--- config.mk ---
export PLATFORM = sky130hd
export DESIGN_NAME = irq_request_latch
export DESIGN_NICKNAME = d
export VERILOG_FILES = /design/src/rtl/irq_request_latch.sv
export SDC_FILE = /design/constraint.sdc
export NUM_CORES = 1
export LEC_CHECK = 0
export ABC_CLOCK_PERIOD_IN_PS = 1670
export BUFFER_PORTS_ARGS = -buffer_cell sky130_fd_sc_hd__clkbuf_2
export CAP_MARGIN = 20
export CORE_MARGIN = 3
export CORE_UTILIZATION = 45
export CTS_CLUSTER_DIAMETER = 120
export DETAILED_ROUTE_END_ITERATION = 10
export HOLD_SLACK_MARGIN = 0.15
export PLACE_DENSITY = 0.82
export SYNTH_ARGS = -nofsm -noshare
export SYNTH_HDL_FRONTEND = slang
export SYNTH_SLANG_ARGS = --single-unit
--- constraint.sdc ---
create_clock -name clk -period 1.67 [get_ports clk]
set_input_delay 0.167 -clock clk [delete_from_list [all_inputs] [get_ports clk]]
set_output_delay 0.167 -clock clk [all_outputs]
set_load 0.1 [all_outputs]
--- src/rtl/irq_request_latch.sv ---
// irq_request_latch: edge-detected sticky IRQ pending bits with valid/ack grant handshake.
// Define IRQ_SYNC_EN to pass req_in through a 2-flop synchronizer before edge detection.
module irq_request_latch #(
    parameter int ACK_TIMEOUT = 8
) (
    input  logic       clk,
    input  logic       rst_n,
    input  logic [3:0] req_in,
    input  logic [3:0] mask,
    output logic [3:0] enc_w,
    input  logic [1:0] enc_y,
    input  logic       enc_zero,
    output logic [3:0] pending,
    output logic       irq_valid,
    output logic [1:0] irq_id,
    input  logic       irq_ack,
    output logic       timeout
);
    typedef enum logic {S_IDLE, S_WAIT} state_t;

    localparam logic [7:0] LAST = 8'(ACK_TIMEOUT - 1);

    state_t     state_q, state_d;
    logic [3:0] req_s, req_d_q, rise, clr;
    logic [3:0] pending_q, pending_d;
    logic [1:0] irq_id_q, irq_id_d;
    logic [7:0] cnt_q, cnt_d;
    logic       timeout_q, timeout_d, expire;

`ifdef IRQ_SYNC_EN
    logic [3:0] sync1_q, sync2_q;
    always_ff @(posedge clk or negedge rst_n) begin
        if (!rst_n) begin
            sync1_q <= '0;
            sync2_q <= '0;
        end else begin
            sync1_q <= req_in;
            sync2_q <= sync1_q;
        end
    end
    assign req_s = sync2_q;
`else
    assign req_s = req_in;
`endif

    assign rise      = req_s & ~req_d_q;
    assign enc_w     = pending_q & mask;
    assign pending   = pending_q;
    assign irq_valid = state_q == S_WAIT;
    assign irq_id    = irq_id_q;
    assign timeout   = timeout_q;
    assign expire    = (ACK_TIMEOUT != 0) && (cnt_q == LAST);

    // enc_y is only sampled when enc_zero=0, so an X there never reaches irq_id_q
    always_comb begin
        state_d   = state_q;
        irq_id_d  = irq_id_q;
        cnt_d     = cnt_q;
        timeout_d = 1'b0;
        clr       = 4'b0000;
        if (state_q == S_IDLE) begin
            if (!enc_zero) begin
                state_d  = S_WAIT;
                irq_id_d = enc_y;
                cnt_d    = 8'd0;
            end
        end else if (irq_ack) begin
            clr     = 4'b0001 << irq_id_q;
            state_d = S_IDLE;
        end else if (expire) begin
            state_d   = S_IDLE;
            timeout_d = 1'b1;
        end else begin
            cnt_d = cnt_q + {7'd0, cnt_q != 8'hFF};
        end
        pending_d = (pending_q & ~clr) | rise;
    end

    always_ff @(posedge clk or negedge rst_n) begin
        if (!rst_n) begin
            state_q   <= S_IDLE;
            req_d_q   <= '0;
            pending_q <= '0;
            irq_id_q  <= '0;
            cnt_q     <= '0;
            timeout_q <= 1'b0;
        end else begin
            state_q   <= state_d;
            req_d_q   <= req_s;
            pending_q <= pending_d;
            irq_id_q  <= irq_id_d;
            cnt_q     <= cnt_d;
            timeout_q <= timeout_d;
        end
    end
endmodule
==> results of run 1 <==
Yosys cell counts, types with 2 or more instances:
cell      number  area, um^2
and2_1         4        25.0
and3_1         2        12.5
dfrtp_1       20         500
ha_1           2        25.0
inv_1          7        26.3
mux2_2         2        22.5
mux2i_1        5        50.1
nand2_1       12        45.0
nand3_1        2        10.0
nand4_1        2        12.5
nor3_1         2        10.0
o211ai_1       2        15.0
o21ai_0        6        30.0
o31ai_1        3        22.5
stage by stage:
| stage | hold slack (ns) | TNS [ns] | util |
|---|---|---|---|
| 4_1_cts | 0.226 | 0 | 0.673 |
| 5_1_grt | 0.260 | -0.421 | 0.697 |
| 3_5_place_dp | 0.154 | 0 | 0.607 |
| 2_1_floorplan | -0.129 | -0.0347 | - |
| 6_report | 0.246 | -0.0425 | 0.697 |
| 3_3_place_gp | 0.146 | 0 | 0.607 |
worst max-delay path by stage:
stage / slack, ns / cells after the start / endpoint
2_1_floorplan: -0.03 / 1 / enc_w[0]
3_3_place_gp: 0.1 / 7 / cnt_q[6]
3_5_place_dp: 0.03 / 7 / cnt_q[6]
4_1_cts: 0.006 / 7 / cnt_q[2]
5_1_grt: -0.17 / 7 / cnt_q[4]
6_report: -0.02 / 7 / cnt_q[4]
registers in the layout (all words and copies together), names as in the netlist:
name,flops
cnt_q,8
req_d_q,4
irq_valid,1
pending,4
irq_id,2
timeout,1
critical path, delay by kind of cell, from the launching register on:
kind / cells / cell delay, ns
adders and majority gates: 2 / 0.33
DFF: 1 / 0.41
AOI/OAI and AO/OA: 1 / 0.21
buffers and inverters: 1 / 0.19
and+or+nand+nor: 3 / 0.46
routing by layer:
layer	GRT usage	up-vias
met4	0.127	0
li1	-	381
met3	0.0408	12
met1	0.212	414
met5	0	-
met2	0.335	34
cell usage in the layout (no fill, tap or decap), types with 2 or more instances in the layout:
| cell type | instances |
|---|---|
| and2_2 | 4 |
| buf_4 | 8 |
| clkbuf_2 | 25 |
| clkbuf_4 | 3 |
| dfrtp_1 | 16 |
| dfrtp_2 | 4 |
| dlygate4sd3_1 | 8 |
| inv_1 | 7 |
| mux2_2 | 2 |
| mux2i_1 | 5 |
| nand2_1 | 12 |
| nand3_1 | 2 |
| nand4_1 | 2 |
| o211ai_1 | 2 |
| o21ai_0 | 6 |
| o31ai_1 | 3 |
power groups by stage:
stage / Clock, mW / Sequential, mW / Combinational, mW
floorplan: 0 / 0.864 / 0.234
global placement: 0 / 0.604 / 0.629
detailed placement: 0 / 0.607 / 0.639
CTS: 0.293 / 0.597 / 0.659
global route: 0.316 / 0.613 / 0.720
finish: 0.285 / 0.604 / 0.683
cell families (layout without fill, tap and decap cells):
kind of cell | count (synthesis) | after routing | synth area share
muxes | 7 | 7 | 0.0785
DFF | 20 | 20 | 0.541
and+or+nand+nor | 30 | 30 | 0.180
adders and majority gates | 2 | 2 | 0.0271
AOI/OAI and AO/OA | 16 | 16 | 0.133
buffers and inverters | 8 | 52 | 0.0406
layout make-up:
class                      instances  area [um^2]
tap                               25         31.3
sequential                        20          505
timing repair buffer              41          265
clock buffer                       4         36.3
multi-input combinational         55          417
inverter                           7         26.3
fill                             140          558
what timing repair did:
| item | CTS | global route |
|---|---|---|
| buffers inserted | 0 | 3 |
| gates resized for setup | 1 | 4 |
| hold endpoints to repair | 31 | 0 |
| setup endpoints to repair | 1 | 4 |
| pin swaps | 0 | 3 |
| hold buffers | 8 | 0 |
==> results.md, run 1 <==
* Status: finished, violations left
* Failing checks: setup timing
* PD cells at 1230 mW/mm^2
* Number of global-route vias before repair at 796
* Cells after DPL at 137
* Reg2reg end: cnt_q[4]
* CTS max path bufs at 2
* DRC at 0
* DP Area at 0.00112 mm^2
* Worst Hold Class: in -> reg
* Total Routing Usage GR at 0.193
* Comb pwr share at 0.434
* Crit path from: cnt_q[2]
* Met3 Routed Length at 113 um
* Synthesized area at 925 um^2
* Worst-Margin Slew at 0.545 ns
* Syn nets at 99
* Crit path cell chain: and3_4, nand4_1, ha_2, ha_4, nand3b_1, buf_4, o31ai_1
* Cells after synthesis at 83
* Syn Area/Cell at 11.1 um^2
* Mean number of vias per cell at 5.53
* RSZ-0062 raised after global routing: true
* Met1 Routed Length at 931 um
* Synth cell types at 26
* Hpwl dp at 1440 um
* Clock sinks at 20
* Fin. max-slew vios at 0
* Clock Latency Late Sink at 0.31 ns
* TritonCTS buffer count at 3
* I/O Pins at 26
* Core area at 0.00184 mm^2
* Htree depth at 1
* CP Launch Type: register
* Overall Power at 1.57 mW
* Finish-stage setup viols at 2
* Largest net degree at the start of global routing at 21
* Max Clock Freq at 591 MHz
* Ys flop type: dfrtp_1
* Initial antenna violation count at 0
* Share of cells above drive strength 1 at 0.441
* Port Buffers at 25
* First-pass detailed-route iteration total at 4
* Iteration-0 DRC Markers at 22
* R2r worst-path depth at 7
* Leak pwr at 0.630 nW
* R2R setup slack at -0.02 ns
* Pre-CTS setup slack at 0.0296 ns
* Metal2 WL at 1180 um
* Max cap viols at 0
* Ant diodes at 0
* Routed Antenna Nets at 0
* DRT Wirelength at 2320 um
* Gpl congestion at 0.807
* Seq/Total Area, Yosys at 0.541
* DR top layer: met4
* Ys Warns at 0
* Area grow syn2layout at 38.6%
* Critical path arrival at 1.91 ns
* CTS root buf: clkbuf_4
* Sw power at 0.724 mW
* GR Overflow Total at 0
* Internal power at 0.848 mW
* Reg-to-Reg Start: cnt_q[2]
* Flop pwr share at 0.384
* Hold path depth at 3
* Drt wl/cell at 15.3 um
* Total number of vias at 841
* Hold EP: timeout
* Sw Ratio at 0.461
* Chip height at 51.3 um
* Die Wd at 51.3 um
* FF+latch count, synth at 20
* CP max-delay cell: dfrtp_1
* Critical Path Max Stage Delay at 0.41 ns
* Crit path kind: reg -> reg
* First-pass GRT wire length at 3680 um
* TritonCTS clock tree: built
* Cell Rows at 15
* Ys async rst share at 1.00
* Die ar. at 0.00263 mm^2
* Number of nets in the layout at 144
* Post-Route Skew at 0.00991 ns
* EDFF count, synth at 0
* Hold Path Origin: irq_ack
* Slew margin rel. at 0.638
* CP endpoint kind: register
* CP Data Required Time at 1.89 ns
* Post-Layout Cell Count at 152
* Critical path peak fanout at 5
* Final Critical Period at 1.69 ns
* Reg clk slew, reported paths at 0.12 ns
* Tcrit/Tclk final at 1.01
* Finished Cell Area at 0.00128 mm^2
* Max VDD drop at 995 uV
* Clock power share at 0.181
* Final hold violation count at 0
* Initial Util at 0.503
* Final WS setup at -0.0224 ns
No activity file was read; power rests on OpenSTA's default activity.
==> inputs of run 2 (changes only) <==
Settings changed: ABC_CLOCK_PERIOD_IN_PS 1670 to 1550.
Clock period 1.67 ns to 1.55 ns, I/O delays scaled along.
==> results.md, run 2 (synthesis results as in run 1) <==
* Status: finished, violations left
* Failing checks: setup timing
* Max reg flops at 8 (unchanged)
* Fin. max-slew vios at 0 (unchanged)
* Critical path arrival at 1.87 ns (-0.04 ns)
* Hpwl dp at 1530 um (+6.6%)
* Clock Latency Late Sink at 0.31 ns (about the same)
* CTS max path bufs at 2 (unchanged)
* Leak pwr at 0.650 nW (+3.2%)
* Number of nets in the layout at 147 (+2.1%)
* Overall Power at 1.85 mW (+17%)
* Crit path cell chain: and3_1, nand4_1, ha_2, ha_4, nand3b_1, o211ai_1, o31ai_1
* TNS Setup at -0.461 ns (-0.419 ns)
* Initial Util at 0.503 (unchanged)
* TritonCTS clock tree: built
* Ant diodes at 0 (unchanged)
* Area grow syn2layout at 44.2%
* Clock sinks at 20 (unchanged)
* Area of the multi-input gates at 423 um^2 (+1.5%)
* Total Routing Usage GR at 0.184 (-0.00926)
* Drt wl/cell at 15.3 um (about the same)
* Fill cells at 122 (-13%)
* Total number of vias at 852 (+1.3%)
* Htree depth at 1 (unchanged)
* Final Critical Period at 1.67 ns (-0.0178 ns)
* CP endpoint kind: register
* Worst-Margin Slew at 0.546 ns (+0.000806 ns)
* Post-Route Skew at 0.00375 ns (-0.00616 ns)
* Met1 GRT Util at 0.228 (+0.0167)
* Largest net degree at the start of global routing at 21 (unchanged)
* Core Util, Final at 0.725 (+0.0286)
* Initial antenna violation count at 0 (unchanged)
* PD cells at 1380 mW/mm^2 (+13%)
* GRT busiest layer: met2
* First-pass detailed-route iteration total at 4 (unchanged)
* Final WS setup at -0.125 ns (-0.102 ns)
* CTS root buf: clkbuf_4
* Hold path depth at 4 (+1)
* Max cap viols at 0 (unchanged)
* Gpl congestion at 0.818 (+1.4%)
* Biggest register: cnt_q
* Iteration-0 DRC Markers at 54 (+150%)
* CP Launch Type: register
* Final hold violation count at 0 (unchanged)
* Critical path peak fanout at 5 (unchanged)
* DP Area at 0.00115 mm^2 (+3.1%)
* Die ar. at 0.00263 mm^2 (unchanged)
* Max VDD drop at 1140 uV (+14%)
* Reg clk slew, reported paths at 0.12 ns (about the same)
* Cells after DPL at 140 (+2.2%)
* CP Data Required Time at 1.74 ns (-0.15 ns)
* Tcrit/Tclk final at 1.08 (+0.0670)
* Met3 Use GR at 0.0292 (-0.0117)
* Finish-stage setup viols at 8 (+6)
* Share of cells above drive strength 1 at 0.469 (+0.0283)
* DRC at 0 (unchanged)
* Post-Layout Cell Count at 155 (+2.0%)
* Slew margin rel. at 0.637 (about the same)
* DRT Wirelength at 2370 um (+2.1%)
* RSZ-0062 raised after global routing: true
* TritonCTS buffer count at 3 (unchanged)
* Max Clock Freq at 597 MHz (+1.1%)
* Cell Rows at 15 (unchanged)
* Core area at 0.00184 mm^2 (unchanged)
* Critical Path Max Stage Delay at 0.41 ns (about the same)
* FF+latch area at 505 um^2 (unchanged)
* GR Overflow Total at 0 (unchanged)
* Routed Antenna Nets at 0 (unchanged)
* Finished Cell Area at 0.00133 mm^2 (+4.1%)
* Pre-CTS setup slack at -0.0518 ns (-0.0814 ns)
* R2r worst-path depth at 7 (unchanged)
* Mean number of vias per cell at 5.50 (-0.65%)
* First-pass GRT wire length at 3570 um (-3.0%)
* Port Buffers at 25 (unchanged)
* Most frequent cells in the layout: clkbuf_2 (25), dfrtp_1 (16), nand2_1 (11), buf_4 (9), dlygate4sd3_1 (8)
* Worst Hold Class: in -> reg
* Final Hold Slack at 0.206 ns (-0.0405 ns)
* I/O Pins at 26 (unchanged)
* CP max-delay cell: dfrtp_1
* Most common cell after layout, fill and taps aside: clkbuf_2
* Die Wd at 51.3 um (unchanged)
* Number of global-route vias before repair at 789 (-0.88%)
* Crit path kind: reg -> reg
* Met2 Usage GRT at 0.315 (-0.0193)
* Chip height at 51.3 um (unchanged)
## run 2: cell count changes in the layout (fill, tap and decap cells not counted), sizes merged
cell	delta
bufinv	+1
clkbuf	-1
buf	+3
## run 2: layout make-up
type                            instances  area share
Tap cell                               25      0.0235
Clock inverter                          1      0.0225
Clock buffer                            3      0.0169
Inverter                                7      0.0197
Multi-Input combinational cell         55       0.317
Timing Repair Buffer                   44       0.221
Sequential cell                        20       0.379
## run 2: critical path, delay by kind of cell (launching register included)
family / cells / cell delay, ns
adder cells (fa/ha/maj): 2 / 0.33
AO/OA/AOI/OAI: 2 / 0.36
flip-flops: 1 / 0.41
AND/OR/NAND/NOR: 3 / 0.46
## run 2: where the power goes
part	switching, mW	total [mW]	internal (mW)	leakage (nW)
Sequential	0.0537	0.645	0.592	0.241
Combinational	0.570	0.766	0.196	0.381
Clock	0.173	0.435	0.262	0.0279
Total	0.797	1.85	1.05	0.650
## run 2: timing repair
item / 4_1_cts / 5_1_grt
setup endpoints to repair: 7 / 9
resized for setup: 0 / 6
hold endpoints to repair: 31 / 0
buffers inserted: 2 / 1
pin swaps: 5 / 3
hold buffers: 8 / 0
## run 2: routing by layer
layer,vias up,share of wire
met2,41,0.48
met4,0,0.020
met3,10,0.057
li1,390,-
met1,411,0.44
met5,-,0
## run 2: final timing paths
path / from / endpoint / slack [ns]
max in group asynchronous: rst_n / pending[3] / 0.87
worst min-delay path: irq_ack / pending[2] / 0.21
worst max-delay path: cnt_q[7] / cnt_q[4] / -0.12
min in group asynchronous: rst_n / req_d_q[1] / 0.33
worst max register to register: cnt_q[7] / cnt_q[4] / -0.12
worst min register to register: req_d_q[2] / pending[2] / 0.43
